===== config.mk =====
export PLATFORM = sky130hd
export DESIGN_NAME = pc_target_table
export DESIGN_NICKNAME = d
export VERILOG_FILES = /design/src/rtl/pc_pkg.sv /design/src/rtl/pc_target_resolve.sv /design/src/rtl/pc_target_table.sv
export SDC_FILE = /design/constraint.sdc
export NUM_CORES = 1
export LEC_CHECK = 0
export CAP_MARGIN = 20
export CORE_MARGIN = 2
export CORE_UTILIZATION = 48
export DETAILED_ROUTE_END_ITERATION = 12
export GPL_ROUTABILITY_DRIVEN = 0
export GPL_TIMING_DRIVEN = 0
export PLACE_DENSITY = 0.62
export SETUP_SLACK_MARGIN = 0.5
export SLEW_MARGIN = 20
export SYNTH_ARGS = -nofsm -noshare
export SYNTH_HDL_FRONTEND = slang
export SYNTH_SLANG_ARGS = --single-unit

===== constraint.sdc =====
create_clock -name clk -period 4.8 [get_ports clk]
set_input_delay 0.96 -clock clk [delete_from_list [all_inputs] [get_ports clk]]
set_output_delay 0.96 -clock clk [all_outputs]
set_load 0.01 [all_outputs]

===== src/rtl/pc_pkg.sv =====
// Shared types and the power-on branch-target table for pc_target_table.
// Latency: n/a (constants and pure functions only).
// Backpressure: n/a. Exports state_e, DEF_DEPTH, DEF_VALID_MASK, def_value(), def_valid().
package pc_pkg;

    typedef enum logic {
        ST_INIT = 1'b0,
        ST_RUN  = 1'b1
    } state_e;

    localparam int unsigned DEF_DEPTH = 16;

    // Entries 0..10 hold real defaults; 11..15 start out unprogrammed.
    localparam logic [15:0] DEF_VALID_MASK = 16'h07FF;

    function automatic logic [31:0] def_value(input int unsigned idx);
        case (idx)
            0:       return 32'd0;
            1:       return 32'd11;
            2:       return 32'd80;
            3:       return 32'd121;
            4:       return 32'd55;
            5:       return 32'd109;
            6:       return 32'd101;
            7:       return 32'd118;
            8:       return 32'd1;
            9:       return 32'd20;
            10:      return 32'd95;
            default: return 32'd0;
        endcase
    endfunction

    // Indices past the default table (larger A) come up invalid.
    function automatic logic def_valid(input int unsigned idx);
        return (idx < DEF_DEPTH) ? DEF_VALID_MASK[idx[3:0]] : 1'b0;
    endfunction

endpackage


===== src/rtl/pc_target_resolve.sv =====
// Turns a captured table entry into the final branch target (absolute or PC-relative).
// Latency: combinational. Backpressure: none.
// Ports: req_vld_i/ent_vld_i/ent_rel_i/ent_val_i/pc_i in; target_o, miss_o out (both 0 unless req_vld_i).
module pc_target_resolve #(
    parameter int D = 10
) (
    input  logic         req_vld_i,
    input  logic         ent_vld_i,
    input  logic         ent_rel_i,
    input  logic [D-1:0] ent_val_i,
    input  logic [D-1:0] pc_i,
    output logic [D-1:0] target_o,
    output logic         miss_o
);

    always_comb begin
        target_o = '0;
        miss_o   = 1'b0;
        if (req_vld_i) begin
            if (!ent_vld_i) begin
                miss_o = 1'b1;
            end else if (ent_rel_i) begin
                // D-bit add wraps modulo 2**D, so a negative offset works as-is.
                target_o = pc_i + ent_val_i;
            end else begin
                target_o = ent_val_i;
            end
        end
    end

endmodule


===== src/rtl/pc_target_table.sv =====
// Programmable branch-target table: INIT walk loads defaults, RUN serves lookups and writes.
// Latency: 1 cycle lookup->lk_valid, one lookup per cycle; INIT lasts 2**A cycles.
// Backpressure: none once lk_ready; lookups/writes outside RUN are dropped.
module pc_target_table
    import pc_pkg::*;
#(
    parameter int D = 10,
    parameter int A = 4
) (
    input  logic         clk,
    input  logic         rst_n,
    input  logic         lk_req,
    input  logic [A-1:0] lk_addr,
    input  logic [D-1:0] lk_pc,
    output logic         lk_ready,
    output logic         lk_valid,
    output logic [D-1:0] lk_target,
    output logic         lk_miss,
    input  logic         wr_en,
    input  logic [A-1:0] wr_addr,
    input  logic [D-1:0] wr_data,
    input  logic         wr_rel,
    input  logic         reload
);

    localparam int DEPTH = 2**A;

    state_e         state_q;
    logic [A-1:0]   idx_q;
    logic [D-1:0]   val_q [DEPTH];
    logic [DEPTH-1:0] rel_q;
    logic [DEPTH-1:0] vld_q;

    logic           run;
    logic           lk_acc;
    logic           wr_take;

    logic [D-1:0]   ent_val_d, ent_val_q;
    logic           ent_rel_d, ent_rel_q;
    logic           ent_vld_d, ent_vld_q;
    logic [D-1:0]   pc_q;
    logic           acc_q;

    assign run      = (state_q == ST_RUN);
    assign lk_ready = run;
    assign lk_acc   = lk_req && run;
    // A reload in the same cycle wins over a write.
    assign wr_take  = wr_en && run && !reload;

    // FSM and entry storage.
    always_ff @(posedge clk or negedge rst_n) begin
        if (!rst_n) begin
            state_q <= ST_INIT;
            idx_q   <= '0;
            for (int i = 0; i < DEPTH; i++) begin
                val_q[i] <= '0;
            end
            rel_q   <= '0;
            vld_q   <= '0;
        end else begin
            case (state_q)
                ST_INIT: begin
                    val_q[idx_q] <= D'(def_value(32'(idx_q)));
                    rel_q[idx_q] <= 1'b0;
                    vld_q[idx_q] <= def_valid(32'(idx_q));
                    if (idx_q == A'(DEPTH - 1)) begin
                        state_q <= ST_RUN;
                        idx_q   <= '0;
                    end else begin
                        idx_q   <= idx_q + A'(1);
                    end
                end
                ST_RUN: begin
                    if (reload) begin
                        state_q <= ST_INIT;
                        idx_q   <= '0;
                    end else if (wr_take) begin
                        val_q[wr_addr] <= wr_data;
                        rel_q[wr_addr] <= wr_rel;
                        vld_q[wr_addr] <= 1'b1;
                    end
                end
                default: begin
                    state_q <= ST_INIT;
                    idx_q   <= '0;
                end
            endcase
        end
    end

    // Entry seen by a lookup; a same-cycle write to that address is forwarded.
    always_comb begin
        ent_val_d = val_q[lk_addr];
        ent_rel_d = rel_q[lk_addr];
        ent_vld_d = vld_q[lk_addr];
        if (wr_take && (wr_addr == lk_addr)) begin
            ent_val_d = wr_data;
            ent_rel_d = wr_rel;
            ent_vld_d = 1'b1;
        end
    end

    always_ff @(posedge clk or negedge rst_n) begin
        if (!rst_n) begin
            acc_q     <= 1'b0;
            ent_val_q <= '0;
            ent_rel_q <= 1'b0;
            ent_vld_q <= 1'b0;
            pc_q      <= '0;
        end else begin
            acc_q <= lk_acc;
            if (lk_acc) begin
                ent_val_q <= ent_val_d;
                ent_rel_q <= ent_rel_d;
                ent_vld_q <= ent_vld_d;
                pc_q      <= lk_pc;
            end
        end
    end

    assign lk_valid = acc_q;

    pc_target_resolve #(
        .D (D)
    ) u_resolve (
        .req_vld_i (acc_q),
        .ent_vld_i (ent_vld_q),
        .ent_rel_i (ent_rel_q),
        .ent_val_i (ent_val_q),
        .pc_i      (pc_q),
        .target_o  (lk_target),
        .miss_o    (lk_miss)
    );

endmodule


Word level (Yosys, flattened, before mapping)

Memory sizes are Yosys's and may differ from the RTL's.
Index checks and enable logic that the tools add are counted.
W data, S select, Z words.

Memory bits (read-only): 128
Memories kept: 2
Bits of input ports: 34
Bits in registers: 220

Equal/unequal tests: 5
Mux-type cells: 44
Bitwise gates (word level): 7
Reductions and logical operators: 10
Add/sub/neg operators: 2
Magnitude comparators: 10

Memory list:

| name            | depth | width | read ports | clocked after memory_dff | wr ports | line         | RTL |
|---|---|---|---|---|---|---|---|
| (no name shown) | 16    | 7     | 1          | 0                        | 0        | pc_pkg.sv:17 | `case (idx)` |
| (no name shown) | 16    | 1     | 1          | 0                        | 0        | pc_pkg.sv:35 | `return (idx < DEF_DEPTH) ? DEF_VALID_MASK[idx[3:0]] : 1'b0;` |

Operators by type and width:

| kind                 | count |
|---|---|
| $bwmux W160          | 2 |
| $mux W160            | 2 |
| $pmux W160 S2        | 1 |
| $mux W10             | 9 |
| $demux W10 S4        | 2 |
| $mux W16             | 4 |
| $pmux W16 S2         | 2 |
| $bmux W10 S4         | 1 |
| $bwmux W16           | 2 |
| $and A16 B16 Y16     | 1 |
| $not A16 Y16         | 1 |
| $or A16 B16 Y16      | 1 |
| $ge A5 B5 Y1 const B | 3 |
| $lt A4 B5 Y1 const B | 3 |
| $not A4 Y5           | 3 |
| $mux W1              | 11 |
| $add A10 B10 Y10     | 1 |
| $lt A5 B1 Y1 const B | 2 |
| $bmux W1 S4          | 2 |
| $demux W1 S4         | 2 |
| $ge A4 B1 Y1 const B | 2 |
| $logic_and A1 B1 Y1  | 8 |
| $mux W4              | 2 |
| $pmux W4 S2          | 1 |
| other kinds (9)      | 10 |

Logic depth before layout (Yosys ltp)

Gate-level depths: netlist (run 1).

Depth after elaboration: 9
Depth in mapped cells: 9

By module

A second synthesis (run 1) with hierarchy kept.

Cell total of the unflattened synthesis: 1047
Area, all modules: 11644.9 um2

By module, submodules not included:

| module            | area each (um2) | cells each | times used | seq. area each (um2) |
|---|---|---|---|---|
| pc_target_table   | 11034.3         | 963        | 1          | 5505.3 |
| pc_target_resolve | 610.6           | 84         | 1          | 0.0 |

Least setup slack after synthesis (run 1)

Ideal clock, no wire load.

Path type: flip-flop to output port
From: register ent_val_q[0]
To: output port lk_target[8]
Stages on the path, launching flop included: 8
Required time: 3.840 ns
Setup slack: 1.853 ns
Data arrival time: 1.987 ns
Cell sequence: dfrtp_1 > ha_1 > fa_1 > a21oi_1 > o21ai_0 > or4_1 > a21oi_1 > nand3b_1

Longest elaborated chain between the ends: 4

RTL lines:

| item                     | line                    | RTL |
|---|---|---|
| start: declaration       | pc_target_table.sv:38   | `logic [D-1:0] ent_val_d, ent_val_q;` |
| start signal: assignment | pc_target_table.sv:113  | `ent_val_q <= ent_val_d;` |
| $add A10 B10 Y10         | pc_target_resolve.sv:24 | `target_o = pc_i + ent_val_i;` |
| $mux W10                 | pc_target_resolve.sv:22 | `end else if (ent_rel_i) begin` |
| $mux W10                 | pc_target_resolve.sv:20 | `if (!ent_vld_i) begin` |
| $mux W10                 | pc_target_resolve.sv:19 | `if (req_vld_i) begin` |
| end: declaration         | pc_target_table.sv:17   | `output logic [D-1:0] lk_target,` |

No other way between the ends.

Worst setup path in the final report (run 1)

Same ends and word-level chain as after synthesis.

==> results.md, run 1 <==
Status:
- The run finished with clean final reports.

Clock tree:
- TritonCTS built the clock tree.
- Counting the buffers created by CTS gives 25.
- The clock-pin slew reported for the worst setup and hold paths after clock tree synthesis is ~0.06 ns.
- CTS built an H-tree with a depth of 1.
- The number of sinks driven by the clock tree is 220.
- The cell sitting at the root of the clock tree is a clkbuf_16.
- The post-CTS setup-driven buffer insertion count is 0.
- The maximum root-to-sink buffer count is 3.
- The quantity of hold-fixing buffers added after cts is 0.
- The clock reaches the later pin of the worst-skew pair after roughly 0.53 ns.

Timing:
- The final count of pins violating max slew is 0.
- For the pin with the worst max-slew slack, the measured transition is ~1.1 ns.
- The summed negative setup slack over all endpoints is 0 ns.
- The worst path needs roughly 4.2 ns of the cycle, external delays included.
- The top achievable clock speed is around 240 MHz.
- The hold violation total from the final report came to 0.
- The normalized max-slew margin is 23.6%.
- Setup repair after global routing left no endpoint under its margin.
- The worst clock skew is 0.0152 ns.
- In the finished design, the share of the clock period the worst path needs comes to 87.0%.
- Setup violations remaining at the end of the flow were counted as 0.
- The tightest hold path in the finished design has a slack of 0.302 ns.
- Across all setup checks in the final design, the least slack found is between 0.6 and 0.7 ns.

Synth:
- Yosys attributes the largest share of cell area to dfrtp_1 49%, mux4_2 6.0%, nand2_1 4.7%.
- Counting flops and latches in the post-synthesis netlist gives between 200 and 250.
- The proportion of register bits with asynchronous set or reset after synthesis is between 90% and 100%.
- The number of distinct library cells after synthesis is 63.
- The share of synthesized area in the top cell type comes to between 40% and 50%.
- Synthesis produced a netlist with a net count of 1065.
- For this run, the leading register cell type out of synthesis is dfrtp_1.
- Synthesis handed over a netlist of just over 1000 instances.
- dfrtp_1 takes more of the synthesized area than any other cell.
- The count of flip-flops with a built-in enable after synthesis is 0.
- The count of synthesis-stage warnings from yosys is 0.
- For this run, the register share of the synthesized area comes to a little under 50%.
- The cell area that synthesis handed to floorplanning was 0.0113 mm^2.
- A synthesized cell averages between 10 and 15 um^2.

Power and ir drop:
- The proportion of power drawn by flip-flops and latches is 37.4%.
- Combinational logic is responsible for around a third of the overall power.
- The switching share of total power is 36.6%.
- The internal portion of the total power is approximately 4.4 mW.
- The reported net switching power is between 2 and 3 mW.
- Power spread over the standard cell area amounts to ~530 mW/mm^2.
- IR analysis of the VDD net gives a maximum drop of 321 uV.
- The static leakage is around 5.5 nW.
- The portion of total power attributed to the clock network is 28.4%.

Setup path:
- The worst setup path is launched from a flop.
- The number of buffers and inverters on the critical path is 1.
- The critical path goes through ha_1 -> fa_1 -> a21oi_2 -> o21ai_1 -> or4_1 -> a21oi_1 -> nand3b_1 -> clkdlybuf4s50_1.
- In this design, the stage delay of the slowest critical-path cell is roughly 0.53 ns.
- The worst setup path is of the reg2out kind.
- The arrival time reported for the critical path endpoint is between 3 and 4 ns.
- The logic depth of the worst path, buffers included is 8.
- The slowest cell on the critical path is clkdlybuf4s50_1.
- The cell family contributing the most delay on the critical path is adder cells.
- Of all nets on the critical path, the largest fanout is 3.
- The worst setup path is captured at an output pin.
- At the worst endpoint, the required time is between 3 and 4 ns.
- Counting cells, the worst reg-to-reg path comes to 7.
- The setup check on the worst reg-to-reg path leaves a slack of 1.96 ns.

Die:
- After floorplanning, the core was sized to cover 0.0233 mm^2.
- The die covers around 0.025 mm^2.
- The die outline width is approximately 160 um.
- The number of standard-cell rows in the floorplan is 56.
- The total I/O pin count is between 40 and 50.
- The height of the die is between 150 and 200 um.
- The effective utilization at floorplan is roughly half.

Layout:
- Of the cells placed in the final design, the portion with a size suffix greater than 1 is between 10% and 20%.
- Leaving out fill and tap cells, the most frequent cell in the layout is dfrtp_1.
- The number of standard cells in the layout, taps in and fillers out is roughly 1400.
- The filler cells instantiated in the layout total 2000.
- The total number of nets in the final design is between 1000 and 1500.
- The top cell types in the final layout, fill and taps aside, are 220 x dfrtp_1, 143 x nand2_1, 63 x nor2_1.
- The diode insertion count for antenna repair is 0.
- The synthesis-to-finish area growth is 15.1%.

Global routing:
- The maximum number of pins on one net before global-route repair is 98.
- The aggregate global routing overflow is 0.
- The initial antenna violation count is 0.
- Across every metal layer, demand over resource in global routing totals 30.6%.
- The first global-routing pass estimated 56.2 mm of wire.
- The number of global-route vias before repair is 8812.

Placement:
- The cell count after placement is 1376.
- The minimum setup slack after placement is between 1 and 1.5 ns.
- Input and output buffers added on the ports amount to 40.
- The sum of net half-perimeters after detailed placement is between 20 and 30 mm.

Route:
- After detailed routing, the total wire length is 37.0 mm.
- The detailed router's first-iteration violation count is roughly 900.
- In the routed layout, each cell is associated on average with a via count of 6.49.
- The first-pass iteration count of the detailed router is 5.
- The DRC violation count after routing is 0.
- In the final routed layout, each cell accounts on average for roughly 26 um.
- The final route contains approximately 9200 vias.
- The detail route stage leaves a number of antenna-violating nets equal to 0.

Hold path:
- The worst hold-check path type is in2async.

Job:
- The count of max-cap constraint violations is 0.
[what timing repair did]
action                                  4_1_cts  5_1_grt
resized for setup                             0        2
endpoints found under the setup margin        0        1
hold endpoints to repair                      0        0
[Yosys cell counts, types with 5 or more instances]
cell type    n
a211oi_1    27
o221ai_1    13
nor2b_1     19
xnor2_1      5
dfrtp_1    220
o21ai_0     42
mux2_2      10
clkbuf_1    34
mux2i_1     17
a32o_1      10
nor2_1      63
a22oi_1      8
o31ai_1     59
and2_1       7
nand2b_1    16
ha_1        15
a221o_1     46
inv_1       18
a22o_1      11
buf_6        5
mux4_1      19
nand3_1     14
a21oi_1     30
o21a_1       8
a31oi_1     11
nand4_1      6
nor3_1      11
mux4_2      30
buf_2       27
o21ai_1      6
nand2_1    143
[per-stage QoR]
stage	cell area (um^2)	power (mW)	util (%)
floorplan	11300	4.12	-
global placement	12100	4.92	52.0
detailed placement	12200	4.95	52.3
CTS	13000	6.92	55.9
global route	13000	7.32	55.9
finish	13000	6.98	55.9
[power by group through the flow]
stage	clock network, mW	logic [mW]	registers (mW)
finish	1.98	2.38	2.61
global route	2.08	2.59	2.65
floorplan	0	1.62	2.49
global placement	0	2.29	2.63
CTS	1.99	2.33	2.60
detailed placement	0	2.33	2.62
[final timing paths]
| check | start | to |
|---|---|---|
| setup / recovery | ent_val_q[0] | lk_target[8] |
| max in group asynchronous | rst_n | val_q[69] |
| min in group clk | vld_q[0] | vld_q[0] |
| setup reg to reg | idx_q[0] | val_q[46] |
| hold / removal | rst_n | pc_q[3] |
| hold reg to reg | vld_q[0] | vld_q[0] |
[cells by family (layout without fill, tap and decap cells)]
logic type	count (synthesis)	count (layout)	share of synthesized area [%]
buffers and inverters	94	180	4.28
multiplexers	76	76	12.9
adder cells (fa/ha/maj)	16	16	1.83
flip-flops	220	220	48.5
XOR/XNOR	6	6	0.463
AO/OA/AOI/OAI	297	297	19.6
AND/OR/NAND/NOR	306	306	12.5
[per-layer routing]
metal  global-route usage [%]  up-vias  part of all wire (%)
met1                     45.9     4652                    44
met5                        0        -                     0
met3                     4.85       83                   8.3
li1                         -     4001                     -
met2                     44.8      485                    43
met4                     11.5        0                   4.1
[state kept, by name, summed over array words and instances (netlist names)]
| register | count |
|---|---|
| lk_ready | 1 |
| lk_valid | 1 |
| ent_vld_q | 1 |
| ent_val_q | 10 |
| idx_q | 4 |
| pc_q | 10 |
| rel_q | 16 |
| vld_q | 16 |
| val_q | 160 |
| ent_rel_q | 1 |
[cell type report]
| cell class | instances | area (um^2) | share of cell area (%) |
|---|---|---|---|
| Clock inverter | 8 | 115 | 0.882 |
| Tap cell | 319 | 399 | 3.06 |
| Buffer | 76 | 418 | 3.20 |
| Timing Repair Buffer | 42 | 460 | 3.53 |
| Sequential cell | 220 | 5510 | 42.2 |
| Clock buffer | 36 | 727 | 5.57 |
| Inverter | 18 | 67.6 | 0.518 |
| Multi-Input combinational cell | 701 | 5360 | 41.0 |
[worst reg2reg max path: cells and delay by family, from the launching register on]
| kind | cells | cell delay (ns) |
|---|---|---|
| buffers and inverters | 1 | 0.15 |
| AOI/OAI and AO/OA | 2 | 0.44 |
| adders and majority gates | 1 | 0.32 |
| and+or+nand+nor | 3 | 1.33 |
| DFF | 1 | 0.51 |
Note: power is estimated with default switching activity, not from simulation.
==> inputs of run 2 (changes only) <==
CORE_UTILIZATION = 59   (was 48)
PLACE_DENSITY = 0.75   (was 0.62)
SKIP_CTS_REPAIR_TIMING = 1   (was unset)
==> results.md, run 2 (synthesis gave the netlist of run 1 again) <==
Status:
- The flow ran to the end, and the final reports show no timing, DRC or antenna violations.

Job:
- The count of max-cap constraint violations is 0.

Setup path:
- The type of the worst setup path is reg2out.
- The highest fanout seen on the critical path is 3.
- The slowest cell on the critical path is clkdlybuf4s50_1.
- On the critical path the largest part of the delay comes from adder cells.
- The required time of the critical path is 3.84 ns.
- The type of element launching the critical path is a flop.
- The arrival time reported for the critical path endpoint is 3.24 ns.
- On the worst path, the slowest cell contributes a delay of between 0.5 and 0.6 ns.
- The critical path goes through ha_1 -> fa_1 -> a21oi_1 -> o21ai_1 -> or4_4 -> a21oi_1 -> nand3b_1 -> clkdlybuf4s50_1.
- Together, buffers and inverters on the worst path number 1.
- The nature of the critical path endpoint is an output pin.
- The cell that appears most often on the critical path is a21oi_1.

Layout:
- The largest registers in the layout are val_q: 160 flops, rel_q: 16 flops, vld_q: 16 flops.
- The synthesis-to-finish area growth is 13.3%.
- The final design area excluding fillers is between 0.01 and 0.015 mm^2.
- After filler insertion, the fill cell instance count of the layout stands at roughly 1400.
- The diode insertion count for antenna repair is 0.
- The post-route netlist has 11.9% of its cells at a drive strength greater than 1.
- The area occupied by registers is about 0.0055 mm^2.
- The area of the multi-input gates is roughly 0.0054 mm^2.
- The number of flip-flops in the largest register is between 150 and 200.
- The library cells used most frequently in the layout, excluding fill and tap cells, are 220 x dfrtp_1, 143 x nand2_1, 63 x nor2_1.
- The register name with the most flops is val_q.
- Leaving out fill and tap cells, the most frequent cell in the layout is dfrtp_1.
- The total number of nets in the final design is between 1000 and 1500.

Timing:
- The worst path in the final design needs a cycle of around 4.2 ns, including I/O delays and setup.
- The portion of the clock cycle consumed by the worst path in the final layout is between 80% and 90%.
- The final-report setup violation count is 0.
- Setup repair after global routing left no endpoint under its margin.
- Between clock sinks in the finished design, the worst skew comes to roughly 0.014 ns.
- At the pin with the least slew margin, the transition time is approximately 1.1 ns.
- In this run the tightest slew margin relative to its limit is roughly a quarter.
- Static timing analysis puts the maximum clock frequency at ~240 MHz.
- The summed negative setup slack over all endpoints is 0 ns.
- The final count of pins violating max slew came to 0.
- The hold violation total from the final report is 0.

Global routing:
- The initial antenna violation count is 1.
- The number of global-route vias before repair was approximately 9000.
- The total track usage is roughly 36%.
- The maximum number of pins on one net before global-route repair is between 80 and 90.
- The first global-routing pass estimated between 50 and 60 mm of wire.
- Global routing finished with a remaining overflow of 0.

Clock tree:
- The H-tree depth reported by CTS is 1.
- The later-pin clock latency in the skew report is 0.53 ns.
- The clock passes through at most 3 buffers.
- The root buffer cell chosen for the clock tree is clkbuf_16.
- The CTS tree is done.
- Clock tree synthesis inserted a total of 24 buffers.
- The clock-pin slew reported for the worst setup and hold paths after clock tree synthesis is roughly 0.070 ns.
- The number of sinks driven by the clock tree is 220.

Route:
- For this block, the routed nets add up to approximately 35 mm of wire.
- The detail route stage leaves a number of antenna-violating nets equal to 0.
- The first-pass iteration count of the detailed router is 6.
- The count of vias placed by the detailed router is between 9000 and 10000.
- The detailed router's first-iteration violation count is about 1100.
- After detailed routing, the number of vias per cell comes to roughly 7.0.
- The routed length per instance is roughly 26 um.
- After detailed routing, the number of remaining DRC violations is 0.

Hold path:
- The worst hold-check path type is in2async.

Die:
- For this configuration, the core starts out at a cell density of approximately three fifths.
- The total I/O pin count is 47.
- The die covers around 0.020 mm^2.
- The total area inside the core boundary comes to between 0.015 and 0.02 mm^2.
- Measured along the x axis, the die boundary spans 143 um.
- The height of the die is 143 um.
- The number of standard-cell rows in the floorplan is 50.

Power and ir drop:
- The share of total power in combinational logic is a little over a third.
- The cell-internal power is approximately 4.3 mW.
- The proportion of power drawn by flip-flops and latches is between 30% and 40%.
- Summed over all cells, the static leakage comes to ~5.4 nW.
- Across the VDD grid, the largest voltage drop is between 300 and 400 uV.
- The analysis attributes to net switching a power of roughly 2.5 mW.
- The portion of total power attributed to the clock network is roughly a quarter.
- The sum of internal, switching and leakage power is 6.79 mW.
- The areal power density over the cells is between 500 and 600 mW/mm^2.
- Of the total power, the share spent switching nets is between 30 and 40%.

Placement:
- The sum of net half-perimeters after detailed placement is about 25 mm.
- The cell area after placement is ~0.012 mm^2.
- The count of buffers added on input and output ports is 40.
-- run 2: cell types whose count changed in the layout (fill, tap and decap cells not counted), sizes merged --
cell / before / now
bufinv: 3 / 0
clkinv: 5 / 4
clkinvlp: 0 / 1
clkbuf: 71 / 69
-- run 2: final cells by class --
cell class,instances,area share (%)
inverters,18,0.526
clock inverters,5,0.214
plain buffers,76,3.25
repair buffers,42,3.58
flip-flops and latches,220,42.9
multi-input cells,701,41.7
well taps,234,2.28
clock buffers,34,5.60
-- run 2: metal layers --
metal	global-route usage [%]	up-vias	wire [um]	share of wire (%)
li1	-	4024	-	-
met1	49.1	4650	13700	39
met2	53.0	571	15300	43
met3	11.2	126	4270	12
met4	16.4	2	1920	5.5
met5	0	-	14	0.040
-- run 2: final timing paths --
path                       depth (start not counted)          from  slack [ns]            to
min                                                1         rst_n        0.40       pc_q[5]
max in group asynchronous                          3         rst_n        3.24    val_q[116]
min in group clk                                   1      vld_q[1]        0.46      vld_q[1]
max reg2reg                                        7      idx_q[0]        2.00     val_q[46]
min reg2reg                                        1      vld_q[1]        0.46      vld_q[1]
max                                                8  ent_val_q[0]        0.60  lk_target[8]
-- run 2: metrics by stage --
step	setup slack (ns)	std cells	hold WS (ns)	utilization, %
floorplan	1.85	1015	0.425	-
global route	0.507	1330	0.468	68.5
finish	0.603	1330	0.399	68.5
detailed placement	1.10	1291	0.450	64.5
global placement	-6.43	1289	0.445	64.1
CTS	0.545	1330	0.443	68.4
-- run 2: worst reg2reg max path, delay by kind of cell (launching register included) --
| kind | cells | cell delay, ns |
|---|---|---|
| AND/OR/NAND/NOR | 3 | 1.27 |
| flip-flops | 1 | 0.49 |
| AO/OA/AOI/OAI | 2 | 0.45 |
| adder cells (fa/ha/maj) | 1 | 0.31 |
| buffers and inverters | 1 | 0.15 |
-- run 2: power groups by stage --
stage / sequential (mW) / clock (mW) / combinational, mW
final: 2.62 / 1.78 / 2.39
after detailed placement: 2.62 / 0 / 2.31
after global routing: 2.65 / 1.86 / 2.58
after floorplan: 2.49 / 0 / 1.62
after global placement: 2.62 / 0 / 2.24
after CTS: 2.60 / 1.78 / 2.31
